==> config.mk <==
export PLATFORM = sky130hd
export DESIGN_NAME = multicycle_control
export DESIGN_NICKNAME = d
export VERILOG_FILES = /design/src/rtl/multicycle_control.sv
export SDC_FILE = /design/constraint.sdc
export NUM_CORES = 1
export LEC_CHECK = 0
export BUFFER_PORTS_ARGS = -buffer_cell sky130_fd_sc_hd__buf_2
export CORE_UTILIZATION = 45
export CTS_CLUSTER_SIZE = 20
export DETAILED_ROUTE_END_ITERATION = 8
export MAX_ROUTING_LAYER = met4
export PLACE_DENSITY = 0.83
export SLEW_MARGIN = 10
export SYNTH_ARGS = -nofsm -noshare
export SYNTH_HDL_FRONTEND = slang
export SYNTH_SLANG_ARGS = --single-unit
export TNS_END_PERCENT = 5
==> constraint.sdc <==
create_clock -name clk -period 4.1 [get_ports clk]
set_input_delay 0.82 -clock clk [delete_from_list [all_inputs] [get_ports clk]]
set_output_delay 0.82 -clock clk [all_outputs]
set_load 0.03 [all_outputs]
==> src/rtl/multicycle_control.sv <==
// Multicycle MIPS-subset control FSM: sequences fetch/decode/execute and drives ALU and
// datapath controls. Defining MC_IMM_LOGIC_EN adds andi/ori (zero-extended) to IMM_EX.
module multicycle_control #(
  parameter int unsigned STATE_W = 4
) (
  input  logic               clk,
  input  logic               reset,
  input  logic [5:0]         opcode,
  input  logic [5:0]         funct,
  input  logic               zero,
  input  logic               mem_ready,
  output logic [3:0]         alu_control,
  output logic               alu_src_a,
  output logic [1:0]         alu_src_b,
  output logic               zero_ext,
  output logic               i_or_d,
  output logic               mem_read,
  output logic               mem_write,
  output logic               ir_write,
  output logic               pc_en,
  output logic [1:0]         pc_src,
  output logic               reg_write,
  output logic               reg_dst,
  output logic               mem_to_reg,
  output logic               illegal,
  output logic [STATE_W-1:0] dbg_state
);

  typedef enum logic [STATE_W-1:0] {
    StIdle   = STATE_W'(0),
    StFetch  = STATE_W'(1),
    StDecode = STATE_W'(2),
    StMemAdr = STATE_W'(3),
    StMemRd  = STATE_W'(4),
    StMemWb  = STATE_W'(5),
    StMemWr  = STATE_W'(6),
    StExecR  = STATE_W'(7),
    StAluWb  = STATE_W'(8),
    StBranch = STATE_W'(9),
    StJump   = STATE_W'(10),
    StImmEx  = STATE_W'(11),
    StImmWb  = STATE_W'(12)
  } state_e;

  localparam logic [5:0] OpRtype = 6'b000000;
  localparam logic [5:0] OpLw    = 6'b100011;
  localparam logic [5:0] OpSw    = 6'b101011;
  localparam logic [5:0] OpBeq   = 6'b000100;
  localparam logic [5:0] OpJ     = 6'b000010;
  localparam logic [5:0] OpAddi  = 6'b001000;
  localparam logic [5:0] OpAndi  = 6'b001100;
  localparam logic [5:0] OpOri   = 6'b001101;

  localparam logic [3:0] AluAnd = 4'b0000;
  localparam logic [3:0] AluOr  = 4'b0001;
  localparam logic [3:0] AluAdd = 4'b0010;
  localparam logic [3:0] AluSub = 4'b0110;
  localparam logic [3:0] AluSlt = 4'b0111;
  localparam logic [3:0] AluNor = 4'b1100;

  state_e     state_q, state_d;
  logic       imm_logic;
  logic       funct_ok;
  logic [3:0] funct_alu;
  logic [3:0] imm_alu;

`ifdef MC_IMM_LOGIC_EN
  assign imm_logic = (opcode == OpAndi) || (opcode == OpOri);
`else
  assign imm_logic = 1'b0;
`endif

  // Without the logical-immediate feature imm_logic is 0, so zero_ext is tied low.
  assign zero_ext  = (state_q == StImmEx) && imm_logic;
  assign imm_alu   = !imm_logic ? AluAdd : (opcode == OpAndi) ? AluAnd : AluOr;
  assign dbg_state = state_q;

  always_comb begin
    funct_ok  = 1'b1;
    funct_alu = AluAnd;
    case (funct)
      6'b100000: funct_alu = AluAdd;
      6'b100010: funct_alu = AluSub;
      6'b100100: funct_alu = AluAnd;
      6'b100101: funct_alu = AluOr;
      6'b101010: funct_alu = AluSlt;
      6'b100111: funct_alu = AluNor;
      default:   funct_ok  = 1'b0;
    endcase
  end

  always_ff @(posedge clk) begin
    if (reset) begin
      state_q <= StIdle;
    end else begin
      state_q <= state_d;
    end
  end

  always_comb begin
    state_d = state_q;
    case (state_q)
      StIdle:   state_d = StFetch;
      StFetch:  if (mem_ready) state_d = StDecode;
      StDecode: begin
        case (opcode)
          OpLw, OpSw:     state_d = StMemAdr;
          OpRtype:        state_d = StExecR;
          OpBeq:          state_d = StBranch;
          OpJ:            state_d = StJump;
          OpAddi:         state_d = StImmEx;
          OpAndi, OpOri:  state_d = imm_logic ? StImmEx : StFetch;
          default:        state_d = StFetch;
        endcase
      end
      StMemAdr: state_d = (opcode == OpSw) ? StMemWr : StMemRd;
      StMemRd:  if (mem_ready) state_d = StMemWb;
      StMemWr:  if (mem_ready) state_d = StFetch;
      StExecR:  state_d = funct_ok ? StAluWb : StFetch;
      StImmEx:  state_d = StImmWb;
      StMemWb, StAluWb, StBranch, StJump, StImmWb: state_d = StFetch;
      default:  state_d = StIdle;
    endcase
  end

  always_comb begin
    alu_control = AluAnd;
    alu_src_a   = 1'b0;
    alu_src_b   = 2'b00;
    i_or_d      = 1'b0;
    mem_read    = 1'b0;
    mem_write   = 1'b0;
    ir_write    = 1'b0;
    pc_en       = 1'b0;
    pc_src      = 2'b00;
    reg_write   = 1'b0;
    reg_dst     = 1'b0;
    mem_to_reg  = 1'b0;
    illegal     = 1'b0;
    case (state_q)
      StFetch: begin
        mem_read    = 1'b1;
        alu_control = AluAdd;
        alu_src_b   = 2'b01;
        ir_write    = mem_ready;
        pc_en       = mem_ready;
      end
      StDecode: begin
        alu_control = AluAdd;
        alu_src_b   = 2'b11;
        // DECODE only falls back to FETCH on an unsupported opcode.
        illegal     = (state_d == StFetch);
      end
      StMemAdr: begin
        alu_control = AluAdd;
        alu_src_a   = 1'b1;
        alu_src_b   = 2'b10;
      end
      StMemRd: begin
        mem_read = 1'b1;
        i_or_d   = 1'b1;
      end
      StMemWb: begin
        reg_write  = 1'b1;
        mem_to_reg = 1'b1;
      end
      StMemWr: begin
        mem_write = 1'b1;
        i_or_d    = 1'b1;
      end
      StExecR: begin
        alu_src_a   = 1'b1;
        alu_control = funct_alu;
        illegal     = !funct_ok;
      end
      StAluWb: begin
        reg_write = 1'b1;
        reg_dst   = 1'b1;
      end
      StBranch: begin
        alu_control = AluSub;
        alu_src_a   = 1'b1;
        pc_src      = 2'b01;
        pc_en       = zero;
      end
      StJump: begin
        pc_src = 2'b10;
        pc_en  = 1'b1;
      end
      StImmEx: begin
        alu_src_a   = 1'b1;
        alu_src_b   = 2'b10;
        alu_control = imm_alu;
      end
      StImmWb: reg_write = 1'b1;
      default: ;
    endcase
  end

endmodule
==> out/qor.txt, run 1 <==
run status - finished, final reports clean
flip-flop and latch count after synthesis - 4
final core utilization - 0.633
Detailed Route WL - 1.72 mm
hold slack - 796 ps
Post-Synth Adder-Cell Area - 0
Antenna diodes - 0
xor/xnor share of the synthesized area - 0.0277
CP Class - input pin to output port
Synth Warn # - 0
Total Die Area - 1560 sq um
async set or reset register ratio after synthesis - 0
initial antenna violation count - 0
Slew headroom - 0.566
via-per-instance ratio - 5.84
wire length of the first global-routing pass - 2.43 mm
Post-Synthesis Cells - 92
average cell area after synthesis - 6.87 sq um
Crit Reg-Reg Startpoint - dbg_state[1]
max-slew violation count - 0
critical path data arrival time - 2300 ps
Hold Crit Class - input pin to register
number of primary I/O pins - 39
number of library cell types mapped by synthesis - 40
Chip Height - 39.5 um
share of the synthesized area in the top cell type - 0.127
area of the mapped netlist - 632 sq um
number of vias after detailed routing - 817
flip-flop count of the largest register, all copies and words added - 4
depth of the CTS H-tree - 1
most area-consuming cells after synthesis - sky130_fd_sc_hd__dfxtp_1 13%, sky130_fd_sc_hd__nor2b_1 7.9%, sky130_fd_sc_hd__nor2_1 7.7%, sky130_fd_sc_hd__a211o_1 4.2%, sky130_fd_sc_hd__nand2b_1 4.0%
critical hold path startpoint - reset
worst-case hold path end point - dbg_state[3]
std cell rows - 13
CTS clk-pin slew, worst paths - 40 ps
CTS tree - built
first-pass iteration count of the detailed router - 4
via count of the first global-routing pass - 624
RSZ-0062 raised after global routing - no
critical path startpoint category - input pin
detailed router's first-iteration violation count - 14
Nets - 143
share of layout cells above drive strength 1 - 0.360
RD Place Congestion - 0.732
Seq/Total Area, Yosys - 0.127
maximum buffer depth of the clock tree - 2
DRC viols - 0
worst path required time - 3280 ps
share of synthesized cell area in and, or, nand and nor gates - 0.459
worst clock skew - 7.16 ps
HPWL after DPL - 1.30 mm
highest fanout seen on the critical path - 5
endpoint of the most critical register-to-register path - dbg_state[2]
combinational family with the most area after synthesis - simple AND/OR/NAND/NOR gates
width of the chip - 39.5 um
number of clock sinks - 4
Cells on Worst Hold Path - 2
Leak Pwr - 0.396 nW
most frequent standard cell in the layout excluding fill and tap cells - sky130_fd_sc_hd__buf_2
post-synthesis compound-gate area fraction - 0.295
global route overflow - 0
maximum clock frequency - 321 MHz
post-synth top area cell - sky130_fd_sc_hd__dfxtp_1
top flip-flop cell by instance count after synthesis - sky130_fd_sc_hd__dfxtp_1
time the worst path needs with I/O delays and setup - 3120 ps
number of flops mapped to enable cells by yosys - 0
final critical-path share of the clock period - 0.761
cts repair resizes - 0
worst skew pair latency - 240 ps
Worst Tran Pin Value - 650 ps
Final setup viols - 0
overall routing resource usage - 0.232
number of maximum-capacitance constraint violations - 0
final setup TNS - 0 ps
core region area - 1300 sq um
final-report hold violation count - 0
area growth from synthesis to layout - 30.3%
count of input and output buffers - 37
post-CTS setup repair buffer count - 0
Max IR drop VDD - 0.000180 V
pin count of the biggest net entering global routing - 22
reg2reg setup slack - 2310 ps
mux cell area share after synthesis - 0.0178
routed len/inst - 12.3 um
nature of the critical path endpoint - output port
Post-CTS Hold Buffers - 0
total power per unit cell area - 197 nW/um^2
Initial Util - 0.486
commonest cells after routing, fill and taps aside - 37 x sky130_fd_sc_hd__buf_2, 13 x sky130_fd_sc_hd__nor2_1, 8 x sky130_fd_sc_hd__nor2b_1, 5 x sky130_fd_sc_hd__o21ai_0, 5 x sky130_fd_sc_hd__nand2_1
number of clock buffers inserted by TritonCTS - 3
cells on worst reg2reg path - 4
antenna-violating nets left - 0
post-synthesis net count - 108
cell at the root of the clock tree - sky130_fd_sc_hd__clkbuf_4
## worst max path at each step
stage | startpoint | to | slack [ps] | cells after the start
2_1_floorplan | opcode[2] | illegal | 1050 | 4
3_3_place_gp | opcode[0] | illegal | 1070 | 6
3_5_place_dp | opcode[0] | illegal | 980 | 6
4_1_cts | opcode[0] | illegal | 980 | 6
5_1_grt | dbg_state[1] | illegal | 880 | 5
6_report | opcode[0] | illegal | 980 | 6
## synth_stat cells, types with 3 or more instances
library cell / count
sky130_fd_sc_hd__a211o_1: 3
sky130_fd_sc_hd__a21oi_1: 4
sky130_fd_sc_hd__buf_2: 4
sky130_fd_sc_hd__dfxtp_1: 4
sky130_fd_sc_hd__nand2_1: 5
sky130_fd_sc_hd__nand2b_1: 4
sky130_fd_sc_hd__nor2_1: 13
sky130_fd_sc_hd__nor2b_1: 8
sky130_fd_sc_hd__nor3_1: 4
sky130_fd_sc_hd__o21ai_0: 5
## worst max-delay path: stages
cell and delay [ps]:
sky130_fd_sc_hd__buf_2 120, sky130_fd_sc_hd__or4_4 530, sky130_fd_sc_hd__nor4b_1 390, sky130_fd_sc_hd__nand3b_1 170, sky130_fd_sc_hd__o31ai_1 80, sky130_fd_sc_hd__buf_2 180
## cell type report
| cell class | count | area, sq um |
|---|---|---|
| inverters | 2 | 7.51 |
| repair buffers | 37 | 185 |
| clock buffers | 3 | 22.5 |
| well taps | 15 | 18.8 |
| multi-input cells | 79 | 509 |
| fillers | 136 | 478 |
| flip-flops and latches | 4 | 80.1 |
## metal layers
metal,wire (um),GRT usage,vias up
li1,-,-,409
met1,750,0.236,370
met4,0,0,0
met3,127,0.0682,0
met5,0,-,-
met2,840,0.455,38
## power by group
group          total (mW)  internal [mW]  switching (mW)
Clock              0.0486         0.0327          0.0159
Sequential         0.0492         0.0409         0.00831
Combinational      0.0641         0.0237          0.0404
Total               0.162         0.0973          0.0645
## stage by stage
step / instance area [sq um] / std cells / worst slack, ps / total power, mW
2_1_floorplan: 632 / 92 / 1050 / 0.0913
3_3_place_gp: 801 / 137 / 1070 / 0.111
3_5_place_dp: 801 / 137 / 985 / 0.113
4_1_cts: 823 / 140 / 984 / 0.163
5_1_grt: 823 / 140 / 878 / 0.172
6_report: 823 / 140 / 982 / 0.162
## logic make-up after synthesis
group	Yosys count
compound gates	26
xor+xnor	2
other cells	1
simple gates	49
flops	4
buf+inv	9
mux	1
Note: power is estimated with default switching activity, not from simulation.
==> run 2, diff against run 1 <==
ABC_AREA = 1   (was default)
CORE_UTILIZATION = 42   (was 45)
PLACE_DENSITY = 0.78   (was 0.83)
clock period = 3.2 ns   (was 4.1 ns; I/O delays follow)
==> run 2 against run 1 <==
Compared with the run above: non-clock buffer count did not move; sequential power rose by 18%; design area up 5.9%; die area increased by 10%; largest cell class unchanged.
==> out/qor.txt, run 2 <==
Post-Synthesis Cells - 126 (+37%)
Sw Share - 0.439 (+0.0402)
first-pass iteration count of the detailed router - 4 (unchanged)
Crit Reg-Reg Startpoint - dbg_state[2]
post-layout worst setup margin - 874 ps (-108 ps)
post-placement setup slack - 881 ps (-103 ps)
maximum clock frequency - 430 MHz
area growth from synthesis to layout - 33.5%
average cell area after synthesis - 5.18 sq um (-25%)
Synth Warn # - 0 (unchanged)
Antenna diodes - 0 (unchanged)
overall routing resource usage - 0.225 (-0.00729)
share of layout cells above drive strength 1 - 0.333 (-0.0267)
via-per-instance ratio - 5.01 (-14%)
Final setup viols - 0 (unchanged)
critical path startpoint category - input pin
critical hold path startpoint - reset
routed len/inst - 9.53 um (-22%)
Detailed Route WL - 1.72 mm (-0.12%)
combinational group share of total power - 0.463 (+0.067)
async set or reset register ratio after synthesis - 0 (unchanged)
max-slew violation count - 0 (unchanged)
detailed router's first-iteration violation count - 26 (+12)
number of library cell types mapped by synthesis - 20 (-50%)
critical path data arrival time - 1690 ps (-610 ps)
global route overflow - 0 (unchanged)
Seq/Total Area, Yosys - 0.123 (-0.00413)
number of flops mapped to enable cells by yosys - 0 (unchanged)
pin count of the biggest net entering global routing - 8 (-64%)
time the worst path needs with I/O delays and setup - 2330 ps
commonest cells after routing, fill and taps aside - 37 x sky130_fd_sc_hd__buf_2, 27 x sky130_fd_sc_hd__nand2_1, 26 x sky130_fd_sc_hd__nor2_1, 21 x sky130_fd_sc_hd__inv_1, 18 x sky130_fd_sc_hd__nand3_1
Total Die Area - 1720 sq um (+10%)
final-report hold violation count - 0 (unchanged)
area of the mapped netlist - 653 sq um (+3.4%)
Chip Height - 41.4 um (+5.0%)
nature of the critical path endpoint - output port
worst path required time - 2560 ps (-720 ps)
CTS tree - built
number of vias after detailed routing - 901 (+10%)
number of maximum-capacitance constraint violations - 0 (unchanged)
most area-consuming cells after synthesis - sky130_fd_sc_hd__nand2_1 16%, sky130_fd_sc_hd__nor2_1 15%, sky130_fd_sc_hd__nand3_1 14%, sky130_fd_sc_hd__dfxtp_1 12%, sky130_fd_sc_hd__inv_1 12%
highest fanout seen on the critical path - 7 (+2)
top flip-flop cell by instance count after synthesis - sky130_fd_sc_hd__dfxtp_1
core region area - 1370 sq um (+5.0%)
antenna-violating nets left - 0 (unchanged)
std cell rows - 13 (unchanged)
Leak Pwr - 0.614 nW (+55%)
share of total power in sequential cells - 0.256 (-0.048)
run status - finished, final reports clean
RD Place Congestion - 0.912 (+25%)
most frequent standard cell in the layout excluding fill and tap cells - sky130_fd_sc_hd__buf_2
RSZ-0062 raised after global routing - no
worst skew pair latency - 230 ps (about the same)
final critical-path share of the clock period - 0.727
Initial Util - 0.478 (-0.00756)
worst clock skew - 1.31 ps (-5.85 ps)
final setup TNS - 0 ps (unchanged)
DRC viols - 0 (unchanged)
number of clock buffers inserted by TritonCTS - 3 (unchanged)
maximum buffer depth of the clock tree - 2 (unchanged)
flip-flop and latch count after synthesis - 4 (unchanged)
HPWL after DPL - 1.51 mm (+16%)
total power per unit cell area - 261 nW/um^2 (+33%)
Critical Path Source - funct[4]
wire length of the first global-routing pass - 3.06 mm (+26%)
number of clock sinks - 4 (unchanged)
reg2reg setup slack - 1910 ps (-400 ps)
Max IR drop VDD - 0.000216 V (+20%)
clock group share of total power - 0.281 (-0.019)
cts repair resizes - 0 (unchanged)
Post-CTS Hold Buffers - 0 (unchanged)
post-CTS setup repair buffer count - 0 (unchanged)
share of the synthesized area in the top cell type - 0.155 (+0.0284)
count of input and output buffers - 37 (unchanged)
depth of the CTS H-tree - 1 (unchanged)
Nets - 183 (+28%)
count leader, synth - sky130_fd_sc_hd__nand2_1
number of primary I/O pins - 39 (unchanged)
initial antenna violation count - 0 (unchanged)
CP Class - input pin to output port
cell at the root of the clock tree - sky130_fd_sc_hd__clkbuf_4
flip-flop count of the largest register, all copies and words added - 4 (unchanged)
CTS clk-pin slew, worst paths - 40 ps (about the same)
internal power summed over all cells - 0.128 mW (+31%)
Psw - 0.0998 mW (+55%)
post-synthesis net count - 142 (+31%)
post-synth top area cell - sky130_fd_sc_hd__nand2_1
ranking of synthesized cells by instance count - 27 x sky130_fd_sc_hd__nand2_1, 26 x sky130_fd_sc_hd__nor2_1, 21 x sky130_fd_sc_hd__inv_1
via count of the first global-routing pass - 782 (+25%)
width of the chip - 41.4 um (+5.0%)
Hold Crit Class - input pin to register
==> run 2: cell count changes in the layout (fill, tap and decap cells not counted), sizes merged, moves of 3 or more <==
cell    change
nor2       +20
nand3      +17
nor2b       -8
nand2b      -4
nor3        -3
inv        +24
nand4       +3
nand2      +23
o21ai       -3
==> run 2: power by group through the flow <==
stage               clock [mW]  sequential (mW)  combinational, mW
floorplan                    0           0.0634             0.0687
global placement             0           0.0586              0.104
detailed placement           0           0.0589              0.105
CTS                     0.0672           0.0580              0.106
global route            0.0695           0.0587              0.117
finish                  0.0639           0.0582              0.105
==> run 2: per-stage QoR <==
stage | power [mW] | hold slack, ps | instances | util | instance area, sq um
final | 0.227 | 593 | 180 | 0.638 | 872
after global routing | 0.245 | 590 | 180 | 0.638 | 872
after floorplan | 0.132 | 709 | 126 | - | 653
after CTS | 0.231 | 583 | 180 | 0.638 | 872
after detailed placement | 0.164 | 767 | 177 | 0.622 | 850
after global placement | 0.163 | 739 | 177 | 0.622 | 850
==> run 2: per-layer routing <==
| layer | share of wire | up-vias | routed length [um] | global-route usage |
|---|---|---|---|---|
| met5 | 0 | - | 0 | - |
| met3 | 0.082 | 2 | 140 | 0.0130 |
| met2 | 0.47 | 43 | 807 | 0.356 |
| met4 | 0.0047 | 0 | 8 | 0.116 |
| li1 | - | 473 | - | - |
| met1 | 0.44 | 383 | 760 | 0.286 |
==> run 2: cell families (layout without fill, tap and decap cells) <==
family / count (synthesis) / count (layout) / synth area share
simple gates: 86 / 86 / 0.630
buf+inv: 27 / 66 / 0.161
compound gates: 8 / 8 / 0.0805
flops: 4 / 4 / 0.123
other cells: 1 / 1 / 0.00574
==> run 2: layout make-up <==
type	instances	area (sq um)
flip-flops and latches	4	80.1
clock buffers	3	22.5
fillers	139	494
multi-input cells	95	468
repair buffers	37	185
inverters	26	97.6
well taps	15	18.8
==> run 2: final timing paths <==
| kind | end | depth (start not counted) |
|---|---|---|
| min reg2reg | dbg_state[3] | 4 |
| max | illegal | 7 |
| max reg2reg | dbg_state[0] | 9 |
| min | dbg_state[1] | 2 |
==> run 2: critical path: stages <==
cell and delay, ps:
sky130_fd_sc_hd__buf_2 100, sky130_fd_sc_hd__nor2_2 210, sky130_fd_sc_hd__nand3_1 180, sky130_fd_sc_hd__nand3_1 150, sky130_fd_sc_hd__nor2_1 60, sky130_fd_sc_hd__o21bai_2 170
sky130_fd_sc_hd__buf_2 170
==> run 3, diff against run 2 <==
ABC_AREA = 0   (was 1)
PLACE_DENSITY = 0.79   (was 0.78)
clock period = 2.3 ns   (was 3.2 ns; I/O delays follow)
==> run 3 against run 2 <==
Compared with the run above: hold slack worse by 170 ps; via count shrank 8.9%; combinational power increased by 35%; critical endpoint unchanged; largest cell class unchanged; highest routed layer unchanged.
==> out/qor.txt, run 3 (synthesis gave the netlist of run 1 again) <==
run status - finished, final reports clean
via-per-instance ratio - 5.55 (+11%)
worst clock skew - 3.17 ps (+1.85 ps)
total power per unit cell area - 326 nW/um^2 (+25%)
CTS tree - built
initial antenna violation count - 0 (unchanged)
final-layout fill cell count - 119 (-14%)
final core utilization - 0.698 (+0.0596)
Hold Crit Class - input pin to register
cell at the root of the clock tree - sky130_fd_sc_hd__clkbuf_4
final critical-path share of the clock period - 0.980
std cell rows - 13 (unchanged)
worst skew pair latency - 240 ps (about the same)
most frequent standard cell in the layout excluding fill and tap cells - sky130_fd_sc_hd__buf_2
cell area after layout - 942 sq um (+8.0%)
critical path data arrival time - 1790 ps (+100 ps)
area growth from synthesis to layout - 49.1%
first-pass iteration count of the detailed router - 4 (unchanged)
HPWL after DPL - 1.47 mm (-2.6%)
max-slew violation count - 0 (unchanged)
overall routing resource usage - 0.235 (+0.0101)
nature of the critical path endpoint - output port
Initial Util - 0.468 (-0.0100)
cells on worst reg2reg path - 5 (-4)
number of maximum-capacitance constraint violations - 0 (unchanged)
detailed router's first-iteration violation count - 20 (-23%)
count of input and output buffers - 37 (unchanged)
CP Class - input pin to output port
width of the chip - 40.8 um (-1.6%)
wire length of the first global-routing pass - 2.59 mm (-15%)
DRC viols - 0 (unchanged)
Leak Pwr - 0.454 nW (-26%)
Post-CTS Hold Buffers - 0 (unchanged)
flip-flop count of the largest register, all copies and words added - 4 (unchanged)
hold slack - 423 ps (-170 ps)
CTS clk-pin slew, worst paths - 30 ps (about the same)
number of clock buffers inserted by TritonCTS - 3 (unchanged)
via count of the first global-routing pass - 683 (-13%)
maximum clock frequency - 444 MHz
number of clock sinks - 4 (unchanged)
RD Place Congestion - 0.750 (-18%)
highest fanout seen on the critical path - 3 (-4)
RSZ-0062 raised after global routing - no
number of primary I/O pins - 39 (unchanged)
number of vias after detailed routing - 821 (-8.9%)
Total Die Area - 1660 sq um (-3.1%)
antenna-violating nets left - 0 (unchanged)
Nets - 151 (-17%)
Chip Height - 40.8 um (-1.6%)
pin count of the biggest net entering global routing - 21 (+13)
depth of the CTS H-tree - 1 (unchanged)
Cells on Worst Hold Path - 2 (unchanged)
Antenna diodes - 0 (unchanged)
total power draw - 0.307 mW (+35%)
global route overflow - 0 (unchanged)
maximum buffer depth of the clock tree - 2 (unchanged)
share of layout cells above drive strength 1 - 0.436 (+0.103)
final-report hold violation count - 0 (unchanged)
critical path startpoint category - input pin
Final setup viols - 0 (unchanged)
commonest cells after routing, fill and taps aside - 35 x sky130_fd_sc_hd__buf_2, 12 x sky130_fd_sc_hd__nor2_1, 8 x sky130_fd_sc_hd__nor2b_1, 8 x sky130_fd_sc_hd__buf_4
routed len/inst - 12.3 um (+29%)
core region area - 1350 sq um (-1.2%)
flip-flop and latch area - 81.3 sq um (+1.6%)
post-CTS setup repair buffer count - 0 (unchanged)
Max IR drop VDD - 0.000223 V (+3.3%)
worst path required time - 1840 ps (-720 ps)
Multi-input gate area - 554 sq um (+18%)
post-detailed-placement cell area - 880 sq um (+3.5%)
Detailed Route WL - 1.83 mm (+6.4%)
time the worst path needs with I/O delays and setup - 2250 ps
[run 3: changes by cell type in the layout (fill, tap and decap cells not counted), moves of 4 or more]
cell,change
sky130_fd_sc_hd__buf_4,+8
sky130_fd_sc_hd__inv_2,-5
sky130_fd_sc_hd__nand3_1,-17
sky130_fd_sc_hd__nand2_1,-22
sky130_fd_sc_hd__nor3_1,+4
sky130_fd_sc_hd__inv_1,-19
sky130_fd_sc_hd__nor2b_1,+8
sky130_fd_sc_hd__nand2b_1,+4
sky130_fd_sc_hd__nor2_1,-14
[run 3: worst paths after layout]
kind	start	slack [ps]	endpoint
worst max-delay path	opcode[2]	50	illegal
worst min register to register	dbg_state[2]	780	dbg_state[0]
worst min-delay path	reset	420	dbg_state[2]
worst max register to register	dbg_state[3]	840	dbg_state[1]
[run 3: where the power goes]
group / switching (mW) / internal [mW]
Sequential: 0.00429 / 0.0730
Combinational: 0.0883 / 0.0535
Clock: 0.0299 / 0.0584
[run 3: through the flow]
stage	worst slack, ps	setup TNS [ps]	instances
final	46.3	0	148
after global routing	2.20	0	148
after CTS	6.28	0	148
after global placement	-45.9	-45.9	145
after floorplan	-14.0	-14.0	92
after detailed placement	-180	-180	145
[run 3: repair_timing]
item | in CTS | in global routing
pin swaps | 1 | 1
gates resized for setup | 6 | 2
setup endpoints to repair | 1 | 1
endpoints found under the hold margin | 0 | 0
[run 3: layer usage]
metal  wire (um)  track usage  up-vias
met5           0            -        -
met4          10       0.0500        0
met3          70       0.0163        2
met2        1010        0.488       28
met1         733        0.227      365
li1            -            -      426
[run 3: layout make-up]
| cell class | count | share of cell area |
|---|---|---|
| Clock buffer | 3 | 0.0239 |
| Inverter | 2 | 0.00797 |
| Multi-Input combinational cell | 79 | 0.588 |
| Sequential cell | 4 | 0.0863 |
| Tap cell | 15 | 0.0199 |
| Timing Repair Buffer | 45 | 0.274 |
[run 3: worst max-delay path, stage by stage]
cell,delay (ps)
sky130_fd_sc_hd__buf_2,110
sky130_fd_sc_hd__buf_4,140
sky130_fd_sc_hd__xor2_1,150
sky130_fd_sc_hd__o2111a_1,250
sky130_fd_sc_hd__a211o_1,280
sky130_fd_sc_hd__o31ai_4,250
sky130_fd_sc_hd__buf_6,160
